File: src/rtl/trigger_sequencer.sv
// Trigger-condition sequencer: arm, optional edge-count pre-stage,
// then one qualifier on a synchronised input; one-shot trigger pulse.
module trigger_sequencer #(
  parameter int CNT_W = 16
) (
  input  logic       clk,
  input  logic       rst_sync,
  input  logic       sig_in,
  input  logic       cfg_enable,
  input  logic       cfg_positive,
  input  logic [2:0] cfg_type,
  input  logic [3:0] cfg_stage1_count,
  input  logic [2:0] cfg_time_base,
  input  logic [7:0] cfg_count1,
  input  logic [7:0] cfg_count2,
  input  logic       cfg_longer_no_edge,
  output logic       trigger_out,
  output logic       armed,
  output logic       triggered,
  output logic [1:0] state
);

  typedef enum logic [1:0] {
    S_IDLE   = 2'd0,
    S_STAGE1 = 2'd1,
    S_STAGE2 = 2'd2,
    S_DONE   = 2'd3
  } state_e;

  state_e             state_q, state_d;
  logic               sig_q;
  logic [3:0]         edge_q, edge_d;
  logic [CNT_W-1:0]   width_q, width_d;
  logic               pv_q, pv_d;
  logic [13:0]        presc_q, presc_d;
  logic               trig_q, trig_d;

  logic               rise, fall, lead, trail, any_edge, active;
  logic [14:0]        period;
  logic [13:0]        presc_max, presc_eff;
  logic               tick, no_edge, restart, count_en, qual;
  logic [CNT_W-1:0]   width_base, width_inc;
  logic [CNT_W-1:0]   c1, c2, c1p1, limit;

  assign rise     = sig_in & ~sig_q;
  assign fall     = ~sig_in & sig_q;
  assign lead     = cfg_positive ? rise : fall;
  assign trail    = cfg_positive ? fall : rise;
  assign any_edge = sig_in ^ sig_q;
  assign active   = ~(sig_in ^ cfg_positive);

  // Tick period is 4^tb; the restart event re-phases the prescaler
  // so the restart cycle itself is the first cycle of a new period.
  assign period     = 15'd1 << {cfg_time_base, 1'b0};
  assign presc_max  = 14'(period - 15'd1);
  assign no_edge    = (cfg_type == 3'd4);
  assign restart    = no_edge ? any_edge : lead;
  assign presc_eff  = restart ? '0 : presc_q;
  assign tick       = (presc_eff == presc_max);
  assign count_en   = no_edge | ((pv_q | lead) & active);
  assign width_base = restart ? '0 : width_q;
  assign width_inc  = (&width_base) ? width_base
                                    : width_base + CNT_W'(1);

  assign c1    = CNT_W'(cfg_count1);
  assign c2    = CNT_W'(cfg_count2);
  assign c1p1  = c1 + CNT_W'(1);
  assign limit = cfg_longer_no_edge ? CNT_W'({cfg_count1, cfg_count2})
                                    : c1;

  // Qualifier evaluation against the counts registered so far
  always_comb begin
    qual = 1'b0;
    unique case (cfg_type)
      3'd0: qual = lead;
      3'd1: qual = pv_q && (width_q == c1p1);
      3'd2: qual = trail && pv_q && (width_q < c1);
      3'd3: qual = trail && pv_q && (width_q >= c1) && (width_q <= c2);
      3'd4: qual = !any_edge && ((limit == '0) || (width_q == limit));
      default: qual = 1'b0;
    endcase
  end

  // Next-state and counter update; counters rest at zero outside STAGE2
  always_comb begin
    state_d = state_q;
    edge_d  = edge_q;
    width_d = '0;
    pv_d    = 1'b0;
    presc_d = '0;
    trig_d  = 1'b0;
    unique case (state_q)
      S_IDLE: begin
        edge_d = '0;
        if (cfg_enable) begin
          state_d = (cfg_stage1_count == 4'd0) ? S_STAGE2 : S_STAGE1;
        end
      end
      S_STAGE1: begin
        if (!cfg_enable) begin
          state_d = S_IDLE;
        end else if (lead) begin
          edge_d = edge_q + 4'd1;
          if (edge_q == cfg_stage1_count - 4'd1) begin
            state_d = S_STAGE2;
          end
        end
      end
      S_STAGE2: begin
        if (!cfg_enable) begin
          state_d = S_IDLE;
        end else begin
          presc_d = tick ? '0 : presc_eff + 14'd1;
          width_d = (tick && count_en) ? width_inc : width_base;
          pv_d    = lead | (pv_q & ~trail);
          if (qual) begin
            state_d = S_DONE;
            trig_d  = 1'b1;
          end
        end
      end
      S_DONE: begin
        if (!cfg_enable) begin
          state_d = S_IDLE;
        end
      end
      default: state_d = S_IDLE;
    endcase
  end

  // State, counters and the delayed input sample
  always_ff @(posedge clk) begin
    if (rst_sync) begin
      state_q <= S_IDLE;
      sig_q   <= 1'b0;
      edge_q  <= '0;
      width_q <= '0;
      pv_q    <= 1'b0;
      presc_q <= '0;
      trig_q  <= 1'b0;
    end else begin
      state_q <= state_d;
      sig_q   <= sig_in;
      edge_q  <= edge_d;
      width_q <= width_d;
      pv_q    <= pv_d;
      presc_q <= presc_d;
      trig_q  <= trig_d;
    end
  end

  assign trigger_out = trig_q;
  assign armed       = (state_q == S_STAGE1) || (state_q == S_STAGE2);
  assign triggered   = (state_q == S_DONE);
  assign state       = state_q;

endmodule

File: config.mk
export PLATFORM = sky130hd
export DESIGN_NAME = trigger_sequencer
export DESIGN_NICKNAME = d
export VERILOG_FILES = /design/src/rtl/trigger_sequencer.sv
export SDC_FILE = /design/constraint.sdc
export NUM_CORES = 1
export LEC_CHECK = 0
export BUFFER_PORTS_ARGS = -buffer_cell sky130_fd_sc_hd__buf_2
export CORE_MARGIN = 2
export CORE_UTILIZATION = 35
export CTS_CLUSTER_SIZE = 25
export DETAILED_ROUTE_END_ITERATION = 8
export GPL_ROUTABILITY_DRIVEN = 0
export SYNTH_ARGS = -nofsm -noshare
export SYNTH_HDL_FRONTEND = slang
export SYNTH_SLANG_ARGS = --single-unit
File: constraint.sdc
create_clock -name clk -period 6.7 [get_ports clk]
set_clock_uncertainty 0.05 [all_clocks]
set_input_delay 1.34 -clock clk [delete_from_list [all_inputs] [get_ports clk]]
set_output_delay 1.34 -clock clk [all_outputs]
set_load 0.05 [all_outputs]
==> flow_summary_export.csv <==
group,metric,value,unit
outcome,status,"completed",
detailed_routing,antenna_left,0,
detailed_routing,first_iter_violations,156,
cts,cts_sinks,39,
cts,clkTransAtPathRegs,80,ps
global_route,grt_first_pass_wirelength,15600,microns
synth,yosysSeqAreaShare,0.219,
detailed_routing,drc,0,
synth,syn_inst,465,
timing,hold_viol_final,0,
cells_and_area,diodes,0,
critical_path,start_kind,"primary input",
cts,cts_hold_buf,0,
place,place.port_buffers,36,
cells_and_area,drive_gt1_frac,0.123,
cells_and_area,stdcell_area,3920,sq um
place,post_dp_cell_area,3810,sq um
synth,synthesis.nets,524,
detailed_routing,viasPerCell,5.58,
cts,cts_tree,"done",
synth,synth_top_area_frac,0.219,
global_route,antenna_found_initial,0,
cts,ctsResizeCount,0,
floorplan,start_util,0.363,
cells_and_area,final_nets,544,
floorplan,design.portCount,37,
global_route,grt_max_degree,27,
global_route,grt.overflow.total,0,
timing,slew_headroom,0.252,
power_and_ir_drop,p_leak,1.49,nW
global_route,grt_pass1_vias,3183,
synth,synth_area_leaders,"dfxtp_1, ha_1, xnor2_1, xor2_1, nor2_1",
floorplan,die_h,105,microns
detailed_routing,drtPass1Iterations,4,
floorplan,dieArea,11000,sq um
detailed_routing,wl_per_cell,15.2,microns
critical_path,crit_fanout,26,
critical_path,critPathSlowestCell,"nor2b_1",
cells_and_area,area_growth,9.86,%
timing,rsz0062_at_grt,"false",
timing,period_share,0.684,
timing,setup_slack,2120,ps
synth,postSynthAreaPerCell,7.67,sq um
synth,ys_types,64,
place,post-place-ws,1780,ps
synth,ys_async_sr_fraction,0,
cells_and_area,fin_util,0.399,
cts,clockRootBuffer,"clkbuf_8",
critical_path,critPathTopFamily,"simple AND/OR/NAND/NOR gates",
place,hpwl,7000,microns
critical_path,crit_path_end_kind,"flop",
timing,fin_crit,4580,ps
synth,ys.flop_type,"dfxtp_1",
synth,yosys_warnings,0,
synth,netlist_area,3560,sq um
critical_path,critPathKind,"primary input to flop",
power_and_ir_drop,power.density,133,nW/um^2
floorplan,die_x,105,microns
global_route,grt_use_total,0.173,
run,maxCapViolCount,0,
timing,finalSetupViolations,0,
detailed_routing,vias,3453,
cts,clock_path_buffers,2,
critical_path,max_stage_delay,930,ps
cts,clk_latency,300,ps
cts,cts_buffers,5,
min_path,hold_class,"flop to flop",
critical_path,cp.arrival,4720,ps
floorplan,fp-row-count,36,
timing,fmax,0.218,GHz
timing,worst_slew_pin_slew,1120,ps
timing,setup_tns,0,ps
critical_path,critPathRequiredTime,6840,ps
critical_path,path_buf_inv,2,
power_and_ir_drop,vdd_ir_drop_max,0.111,mV
detailed_routing,routed_wl,9410,microns
synth,synth_seq_cells,39,
floorplan,core_area,9820,sq um
synth,synth_edf_count,0,
critical_path,crit_chain,"buf_2 > inv_1 > ha_1 > mux2i_1 > a21o_2 > and2_1 > ha_1 > nand3_1 > nor3b_1 > nor2b_1 > nor3_1 > mux2i_1",
critical_path,r2r_slack,2950,ps
cts,htree_levels,2,
timing,maxSlewViolCount,0,
cts,post-cts-setup-buffers,0,
synth,synth_top_area_cell,"dfxtp_1",
[per-stage QoR]
stage / power [mW] / cells / hold slack [ps]
detailed placement: 0.342 / 611 / 489
global route: 0.549 / 619 / 542
finish: 0.521 / 619 / 507
floorplan: 0.312 / 465 / 427
CTS: 0.526 / 619 / 504
global placement: 0.340 / 611 / 472
[synth_stat cells (3+ instances only)]
master,instances
mux2i_1,11
o211ai_1,5
nor2_1,44
or4_1,10
nor3_1,10
o221ai_1,3
inv_1,28
ha_1,27
nand4b_1,3
xnor2_1,21
mux2_2,3
and3_1,9
o21ai_0,18
clkbuf_1,18
nand2_1,35
nor4_1,6
dfxtp_1,39
or3_1,5
buf_2,4
nand4_1,13
nor4bb_1,3
a21o_1,3
nand3_1,22
nor2b_1,5
a21oi_1,30
a31oi_1,4
nand2b_1,4
o31ai_1,11
xor2_1,21
and2_1,6
[worst paths after layout]
kind | startpoint | endpoint | cells past startpoint
setup / recovery | sig_in | width_q[15]$_SDFF_PP0_ | 12
hold / removal | width_q[14]$_SDFF_PP0_ | width_q[14]$_SDFF_PP0_ | 2
setup reg to reg | sig_q$_SDFF_PP0_ | width_q[15]$_SDFF_PP0_ | 11
hold reg to reg | width_q[14]$_SDFF_PP0_ | width_q[14]$_SDFF_PP0_ | 2
[tightest hold or removal path: stages (launching register included)]
cell	delay, ps
dfxtp_1	370
nand2_1	80
mux2i_1	60
[logic make-up (layout without fill, tap and decap cells)]
| group | Yosys count | after routing | share of synthesized area |
|---|---|---|---|
| buf+inv | 51 | 72 | 0.0572 |
| fa+ha+maj | 27 | 27 | 0.0948 |
| simple gates | 188 | 188 | 0.286 |
| mux | 14 | 14 | 0.0404 |
| flops | 39 | 39 | 0.219 |
| compound gates | 104 | 104 | 0.200 |
| xor+xnor | 42 | 42 | 0.103 |
[layout by cell type, fill, tap and decap left out, types with 3 or more instances in the layout]
cell and count:
nand4_1 13, o211ai_1 5, o221ai_1 3, xor2_1 21, mux2_2 3, nand2b_1 4
a21o_1 3, inv_1 28, nand3_1 22, ha_1 27, buf_2 36, dfxtp_1 39
nor4bb_1 3, mux2i_1 11, nor2_1 44, or3_1 5, or4_1 10, nand4b_1 3
and3_1 9, a21oi_1 30, o21ai_0 18, xnor2_1 21, nor2b_1 5, a31oi_1 4
nor4_1 6, nand2_1 35, and2_1 6, clkbuf_8 7, o31ai_1 11, nor3_1 10
[registers in the layout, summed over array words and instances, names as in the netlist]
name and flops:
state 2, sig_q 1, presc_q 14, width_q 16, edge_q 4, trigger_out 1
pv_q 1
[cell type report]
class / count / area [sq um]
Clock buffer: 7 / 96.3
Inverter: 28 / 105
Sequential cell: 39 / 781
Timing Repair Buffer: 36 / 180
Tap cell: 133 / 166
Fill cell: 1070 / 5900
Clock inverter: 1 / 7.51
Multi-Input combinational cell: 375 / 2580
[power by group]
part           internal [mW]  switching (mW)
logic                 0.0377          0.0649
clock network         0.0938          0.0895
registers              0.233         0.00183
[routing by layer]
| layer | part of all wire | vias up | track usage |
|---|---|---|---|
| li1 | - | 1736 | - |
| met1 | 0.49 | 1614 | 0.241 |
| met2 | 0.44 | 94 | 0.271 |
| met3 | 0.050 | 9 | 0.0331 |
| met4 | 0.014 | 0 | 0.0476 |
| met5 | 0 | - | 0 |
Note: power is estimated with default switching activity, not from simulation.
